`src/rtl/program_loader.sv`:
```
// Boot loader: pulls a little-endian length header and 32-bit words from the UART and writes them to instruction memory.
// Optional trailer checksum byte enabled with `define PROGRAM_LOADER_CHECKSUM_EN.
module program_loader #(
    parameter int LEN_WIDTH     = 16,
    parameter int MEM_BIT_WIDTH = 16
) (
    input  logic                 clk,
    input  logic                 reset,
    input  logic [LEN_WIDTH-1:0] uart_buf_len,
    output logic                 uart_out_valid,
    input  logic [7:0]           uart_out_data,
    input  logic                 uart_out_ready,
    output logic [31:0]          mem_in_addr,
    output logic [31:0]          mem_in_data,
    output logic                 mem_in_valid,
    input  logic                 mem_in_ready,
    output logic                 load_completed,
    output logic                 load_error,
    output logic [31:0]          word_count
);

    // state   | meaning
    // S_LEN   | collecting the 4 length header bytes
    // S_WORD  | collecting the 4 bytes of the next data word
    // S_WRITE | memory write handshake in progress
    // S_CSUM  | fetching the trailer checksum byte
    // S_DONE  | all words written (terminal)
    // S_ERROR | length overflow or checksum mismatch (terminal)
    typedef enum logic [2:0] {
        S_LEN,
        S_WORD,
        S_WRITE,
        S_CSUM,
        S_DONE,
        S_ERROR
    } state_t;

    localparam logic [31:0] MAX_WORDS = 32'(1) << (MEM_BIT_WIDTH - 2);
`ifdef PROGRAM_LOADER_CHECKSUM_EN
    localparam state_t S_FINISH = S_CSUM;
`else
    localparam state_t S_FINISH = S_DONE;
`endif

    state_t      state_q, state_d;
    logic        req_q;
    logic        pend_q;
    logic [1:0]  byte_cnt_q;
    logic [23:0] asm_q;
    logic [31:0] len_q;
    logic [31:0] addr_q;
    logic [31:0] data_q;
    logic [31:0] count_q;
`ifdef PROGRAM_LOADER_CHECKSUM_EN
    logic [7:0]  csum_q;
`endif

    logic        fetch;
    logic        got;
    logic        last;
    logic [31:0] full;

    assign fetch = (state_q == S_LEN) || (state_q == S_WORD) || (state_q == S_CSUM);
    // ready only counts once the request pulse has been issued
    assign got   = pend_q && uart_out_ready;
    assign last  = got && (byte_cnt_q == 2'd3);
    assign full  = {uart_out_data, asm_q};

    always_comb begin
        state_d = state_q;
        case (state_q)
            S_LEN: begin
                if (last) begin
                    if (full == 32'd0)
                        state_d = S_FINISH;
                    else if (full > MAX_WORDS)
                        state_d = S_ERROR;
                    else
                        state_d = S_WORD;
                end
            end
            S_WORD: begin
                if (last)
                    state_d = S_WRITE;
            end
            S_WRITE: begin
                if (mem_in_ready)
                    state_d = ((count_q + 32'd1) == len_q) ? S_FINISH : S_WORD;
            end
`ifdef PROGRAM_LOADER_CHECKSUM_EN
            S_CSUM: begin
                if (got)
                    state_d = (uart_out_data == csum_q) ? S_DONE : S_ERROR;
            end
`endif
            default: state_d = state_q;
        endcase
    end

    always_ff @(posedge clk or negedge reset) begin
        if (!reset) begin
            state_q    <= S_LEN;
            req_q      <= 1'b0;
            pend_q     <= 1'b0;
            byte_cnt_q <= 2'd0;
            asm_q      <= 24'd0;
            len_q      <= 32'd0;
            addr_q     <= 32'd0;
            data_q     <= 32'd0;
            count_q    <= 32'd0;
`ifdef PROGRAM_LOADER_CHECKSUM_EN
            csum_q     <= 8'd0;
`endif
        end else begin
            state_q <= state_d;
            if (req_q) begin
                req_q  <= 1'b0;
                pend_q <= 1'b1;
            end else if (fetch && !pend_q && (uart_buf_len != '0)) begin
                req_q <= 1'b1;
            end
            if (got) begin
                pend_q     <= 1'b0;
                byte_cnt_q <= byte_cnt_q + 2'd1;
                case (byte_cnt_q)
                    2'd0:    asm_q[7:0]   <= uart_out_data;
                    2'd1:    asm_q[15:8]  <= uart_out_data;
                    2'd2:    asm_q[23:16] <= uart_out_data;
                    default: asm_q        <= asm_q;
                endcase
`ifdef PROGRAM_LOADER_CHECKSUM_EN
                if (state_q != S_CSUM)
                    csum_q <= csum_q ^ uart_out_data;
`endif
            end
            if ((state_q == S_LEN) && last)
                len_q <= full;
            if ((state_q == S_WORD) && last) begin
                addr_q <= {count_q[29:0], 2'b00};
                data_q <= full;
            end
            if ((state_q == S_WRITE) && mem_in_ready)
                count_q <= count_q + 32'd1;
        end
    end

    assign uart_out_valid = req_q;
    assign mem_in_valid   = (state_q == S_WRITE);
    assign mem_in_addr    = addr_q;
    assign mem_in_data    = data_q;
    assign load_completed = (state_q == S_DONE);
    assign load_error     = (state_q == S_ERROR);
    assign word_count     = count_q;

endmodule
```
`config.mk`:
```
export PLATFORM = sky130hd
export DESIGN_NAME = program_loader
export DESIGN_NICKNAME = d
export VERILOG_FILES = /design/src/rtl/program_loader.sv
export SDC_FILE = /design/constraint.sdc
export NUM_CORES = 1
export LEC_CHECK = 0
export CORE_AREA = 2 2 119 236
export CTS_CLUSTER_DIAMETER = 50
export DETAILED_ROUTE_END_ITERATION = 8
export DIE_AREA = 0 0 121 238
export HOLD_SLACK_MARGIN = 0.15
export PLACE_DENSITY_LB_ADDON = 0.05
export SETUP_SLACK_MARGIN = 0.02
export SYNTH_ARGS = -nofsm -noshare
export SYNTH_HDL_FRONTEND = slang
export SYNTH_SLANG_ARGS = --single-unit
```
`constraint.sdc`:
```
create_clock -name clk -period 2.5 [get_ports clk]
set_input_delay 0.75 -clock clk [delete_from_list [all_inputs] [get_ports clk]]
set_output_delay 0.75 -clock clk [all_outputs]
set_load 0.01 [all_outputs]
```
Yosys cells after proc, flatten, opt, wreduce, memory -nomap -nowiden:

Index checks and enable logic that the tools add are counted.

* order comparisons: 1
* reduce and logical (&&, ||, !) cells: 20
* add/subtract/negate cells: 2
* mux-type cells: 11
* eq/ne operators: 12

Operators with widths (count)
* 32-bit by 1-bit adder with 32-bit output, second input constant: 1
* 32-bit equality test: 1
* 32-bit by 15-bit > comparator with 1-bit output, second input constant: 1
* 32-bit zero test: 1
* 3-bit two-way mux: 6
* 16-bit nonzero test: 1
* 3-bit case mux with 3 select lines: 1
* 1-bit logical AND: 7
* 3-bit by 2-bit equality test with 1-bit output, second input constant: 2
* 3-bit equality test, second input constant: 2
* 2-bit AND reduction: 3
* 2-bit equality test, second input constant: 2
* 1-bit two-way mux: 4
* 2-bit inequality test, second input constant: 2
* 4-bit AND reduction: 1
* 3-bit by 1-bit equality test with 1-bit output, second input constant: 1
* 3-bit zero test: 1
* 3-bit nonzero test: 1
* 2-bit by 1-bit adder with 2-bit output, second input constant: 1
* 2-bit by 1-bit equality test with 1-bit output, second input constant: 1
* 2-bit zero test: 1
* 1-bit logical OR: 2
* 2-bit by 1-bit inequality test with 1-bit output, second input constant: 1
* 2-bit nonzero test: 1
* 1-bit zero test: 1

* logic and storage cells: 57
* output and inout bits: 100
* input bits: 28
* register bits after elaboration: 157

Logic depth before layout (Yosys ltp):

Gate-level depths: netlist of the first run.

* word-level depth: 7
* mapped depth: 10
* depth with buffers taken out: 8

Worst setup path after synthesis of the first run:

No wires, ideal clock.

* path kind: reg-to-reg
* start point: reg count_q[0] (netlist: word_count[0])
* end point: reg state_q[0]
* library setup time: 0.137 ns
* buffers on the path: 1
* cell stages (with the launch flop): 10
* arrival time: 2.560 ns
* slack: -0.198 ns
* period minus slack after synthesis: 2.698 ns
* required time: 2.363 ns
* path through: dfrtp_1 -> ha_1 -> nand3_1 -> or2_1 -> buf_6 -> xnor2_1 -> or4_1 -> or4_1 -> nor4bb_1 -> a21oi_1

* word-level cells in the longest chain between the ends: 5

RTL lines
* from (decl): RTL line 53 `logic [31:0] count_q;`
* from (signal assigned): RTL line 143 `count_q <= count_q + 32'd1;`
* 32-bit by 1-bit adder with 32-bit output: RTL line 88 `state_d = ((count_q + 32'd1) == len_q) ? S_FINISH : S_WORD;`
* 32-bit equality test: RTL line 88
* 3-bit two-way mux: RTL line 88
* 3-bit two-way mux: RTL line 87 `if (mem_in_ready)`
* 3-bit case mux with 3 select lines: RTL line 71 `case (state_q)`
* to (signal assigned): RTL line 115 `state_q <= state_d;`
* to (decl): RTL line 45 `state_t state_q, state_d;`

Every way passes these cells. The select of a mux whose other input is x is not followed.
A chain may end at the register's enable or synchronous reset.

Worst setup path after layout of the first run:

* start point: reg count_q[1] (netlist: word_count[1])
* end point: reg state_q[0]

The elaborated chain is that of the path after synthesis.

==> flow_summary.ini, run 1 <==
[sta]
setup_viol = 1
finalMaxSlewViolations = 0
skew_ns = 0.01324
hold_viol_final = 0
finalCriticalPeriod_ns = 2.515
layout_setup_ws_ns = -0.01512
fmax_ghz = 0.3976
fin_crit_sh = 1.006
rsz0062_at_grt = yes
setup_tns_ns = -0.01512

[logic_synthesis]
synth_area_per_cell_um2 = 11.88
ys_top_cells_by_area = dfrtp_1, mux2_2, xnor2_1, xor2_1, nand2_1
syn_inst = 627
synth_area_um2 = 7448
ys_warn_count = 0
synth_top_area_frac = 0.5275
ys_seq_area_frac = 0.5275
yosys.cell_types.count = 51
yosys_most_used_dff = dfrtp_1
synth_top_area_cell = dfrtp_1
synth_edf_count = 0
synthArstFlopShare = 1.000
synth_seq_cells = 157

[route]
routed_via_density = 4.674
drtIter0Drc = 205
drc_errors = 0
firstDrtPassIters = 4
wl_per_cell_um = 18.52
final_antenna_net_count = 0
totalWireLength_mm = 22.32
via_count = 5632

[clock_network]
clock_path_buffers = 2
cts_tree = done
numCtsBuffers = 17
clk_pin_slew_ns = 0.06
ctsHtreeMaxLevel = 4
clock_latency_ns = 0.45
cts_hold_buffers = 0
clock-sinks = 157
cts-root-buf = clkbuf_16

[grt]
grt_overflow = 0
grt_start_max_net_pins = 54
grt_pass1_wl_mm = 35.54
grt_usage = 0.1650
grt_antenna_before_repair = 0
grt_pass1_vias = 6193

[die]
start_util = 0.2768
die_w_um = 121
row_count = 85
fp.dieH_um = 238
io_pins = 128
die-area_um2 = 28800
core_area_um2 = 26910

[worst_setup_path]
crit_path_top_delay_cell = or4_1
max_stage_delay_ns = 0.49
crit_required_ns = 2.83
critPathMaxFanout = 5
worst-path-buf-inv = 1
path_cells = buf_4, ha_4, nand2_1, nor2_2, xnor2_1, or4_1, or4_4, nor4bb_4, a21oi_1
cp_top_family = simple AND/OR/NAND/NOR gates
critical_path_arrival_ns = 2.84
critPathCaptureType = register
critPathLaunchType = register
path_class = register to register

[run_status]
outcome = finished with violations
violations = setup timing

[pwr]
max-vdd-ir-drop_uv = 357.6
powerDensity_nw_per_um2 = 502.8
leakage_nw = 4.990

[final_layout]
drive_gt1_frac = 0.3547
area_growth_pct = 42.84
stdcell_count = 1205
n_antenna_cell = 0
nNetsFinal = 877

[placement]
dp_hpwl_mm = 17.28
port_buffers = 125
dp.cells = 1166
gp_congestion = 0.8700

[job]
cap_violations = 0

[min_path]
hold_path_class = primary input to asynchronous set/reset pin
## synthesized netlist by cell type (2+ instances only)
cell,instances
o21ai_0,8
a21oi_1,7
a31oi_1,4
nand3_1,22
and3_1,10
and2_1,6
nor2_1,26
o2111ai_1,4
buf_2,10
xor2_1,25
nand2b_1,3
nor3_1,15
o221ai_1,2
or3_1,3
mux2_2,118
buf_4,3
dfrtp_1,157
inv_1,7
clkbuf_2,3
nor4_1,18
nor2b_1,4
o211ai_1,2
nor3b_1,7
xnor2_1,42
mux2i_1,4
ha_1,5
or2_2,2
and4_1,5
nand2_1,43
nand4b_1,2
o311ai_0,2
or4_1,2
clkbuf_1,24
nand4_1,15
## layer usage
| layer | wire, um | track usage | vias to the layer above |
|---|---|---|---|
| met5 | 0 | 0 | - |
| met3 | 778 | 0.03442 | 33 |
| met2 | 12290 | 0.2961 | 128 |
| met4 | 860 | 0.08703 | 0 |
| li1 | - | - | 2660 |
| met1 | 8391 | 0.1788 | 2811 |
## final timing paths
kind	startpoint	endpoint	slack (ns)	cells after the start
worst min register to register	mem_in_addr[25]$_DFFE_PN0P_	mem_in_addr[25]$_DFFE_PN0P_	0.49	2
worst max register to register	word_count[1]$_DFFE_PN0P_	state_q[0]$_DFFE_PN0P_	-0.02	9
worst max-delay path	word_count[1]$_DFFE_PN0P_	state_q[0]$_DFFE_PN0P_	-0.02	9
max in group asynchronous	reset	len_q[11]$_DFFE_PN0P_	1.63	2
worst min-delay path	reset	mem_in_data[26]$_DFFE_PN0P_	0.18	1
min in group clk	mem_in_addr[25]$_DFFE_PN0P_	mem_in_addr[25]$_DFFE_PN0P_	0.49	2
## report_power, final
| part | switching, mW | total, mW | leakage, nW | internal (mW) |
|---|---|---|---|---|
| clock network | 1.06 | 2.55 | 0.281 | 1.49 |
| logic | 0.103 | 0.191 | 2.56 | 0.0884 |
| registers | 0.0400 | 2.61 | 2.15 | 2.57 |
## metrics by stage
step           power (mW)    util  worst slack (ns)  cell area [um^2]  hold WS (ns)
6_report            5.349  0.3954          -0.01512             10640        0.1765
5_1_grt             5.574  0.3954           -0.1086             10640        0.1788
3_3_place_gp        2.853  0.3654           -0.1783              9832        0.4774
4_1_cts             5.452  0.3903           0.04029             10500        0.1711
3_5_place_dp        2.859  0.3654           -0.2080              9832        0.4836
2_1_floorplan       2.689       -          -0.01447              7475        0.4544
## registers in the layout (all words and copies together) (netlist names)
name            flops
len_q              32
mem_in_data        32
word_count         32
mem_in_addr        30
asm_q              24
state_q             3
byte_cnt_q          2
pend_q              1
uart_out_valid      1
## final cells by class
| class | instances | area, um^2 |
|---|---|---|
| sequential | 157 | 3934 |
| clock inverter | 11 | 118.9 |
| multi-input combinational | 423 | 3512 |
| tap | 348 | 435.4 |
| timing repair buffer | 238 | 2162 |
| fill | 2637 | 16270 |
| inverter | 7 | 26.28 |
| clock buffer | 21 | 450.4 |
## cells in the final DEF (no fill, tap or decap), types with 3 or more instances in the layout
master	synthesis	routed
a21oi_1	7	6
a31oi_1	4	3
and2_1	6	5
and3_1	10	7
and4_1	5	4
buf_12	0	5
buf_4	3	107
clkbuf_1	24	3
clkbuf_16	0	17
clkdlybuf4s50_1	0	120
clkinv_2	0	5
dfrtp_1	157	153
dfrtp_2	0	4
dlygate4sd2_1	0	4
ha_1	5	4
inv_1	7	7
mux2_2	118	118
mux2i_1	4	4
nand2_1	43	43
nand2b_1	3	3
nand3_1	22	18
nand3_2	1	3
nand4_1	15	15
nor2_1	26	23
nor2_2	0	3
nor2b_1	4	3
nor3_1	15	13
nor3b_1	7	6
nor4_1	18	17
o2111ai_1	4	3
o21ai_0	8	7
xnor2_1	42	40
xor2_1	25	24
## logic make-up after synthesis
| kind of cell | after synthesis | share of synthesized area |
|---|---|---|
| xor gates and xnor gates | 67 | 0.07878 |
| other | 1 | 0.0005035 |
| buffers and inverters | 48 | 0.02889 |
| AOI/OAI and AO/OA | 36 | 0.03276 |
| adders and majority gates | 5 | 0.008399 |
| and+or+nand+nor | 191 | 0.1394 |
| muxes | 122 | 0.1838 |
| DFF | 157 | 0.5275 |
## repair_timing
action	CTS	global route
setup buffers	7	2
pin swaps	10	9
resized for setup	18	26
endpoints found under the setup margin	5	2
Note: power is estimated with default switching activity, not from simulation.
==> run 2: changes to the inputs <==
Settings changed: CAP_MARGIN set to 30.
==> results of run 2 <==
No change in the layout: final DEF, timing and power equal those of run 1.
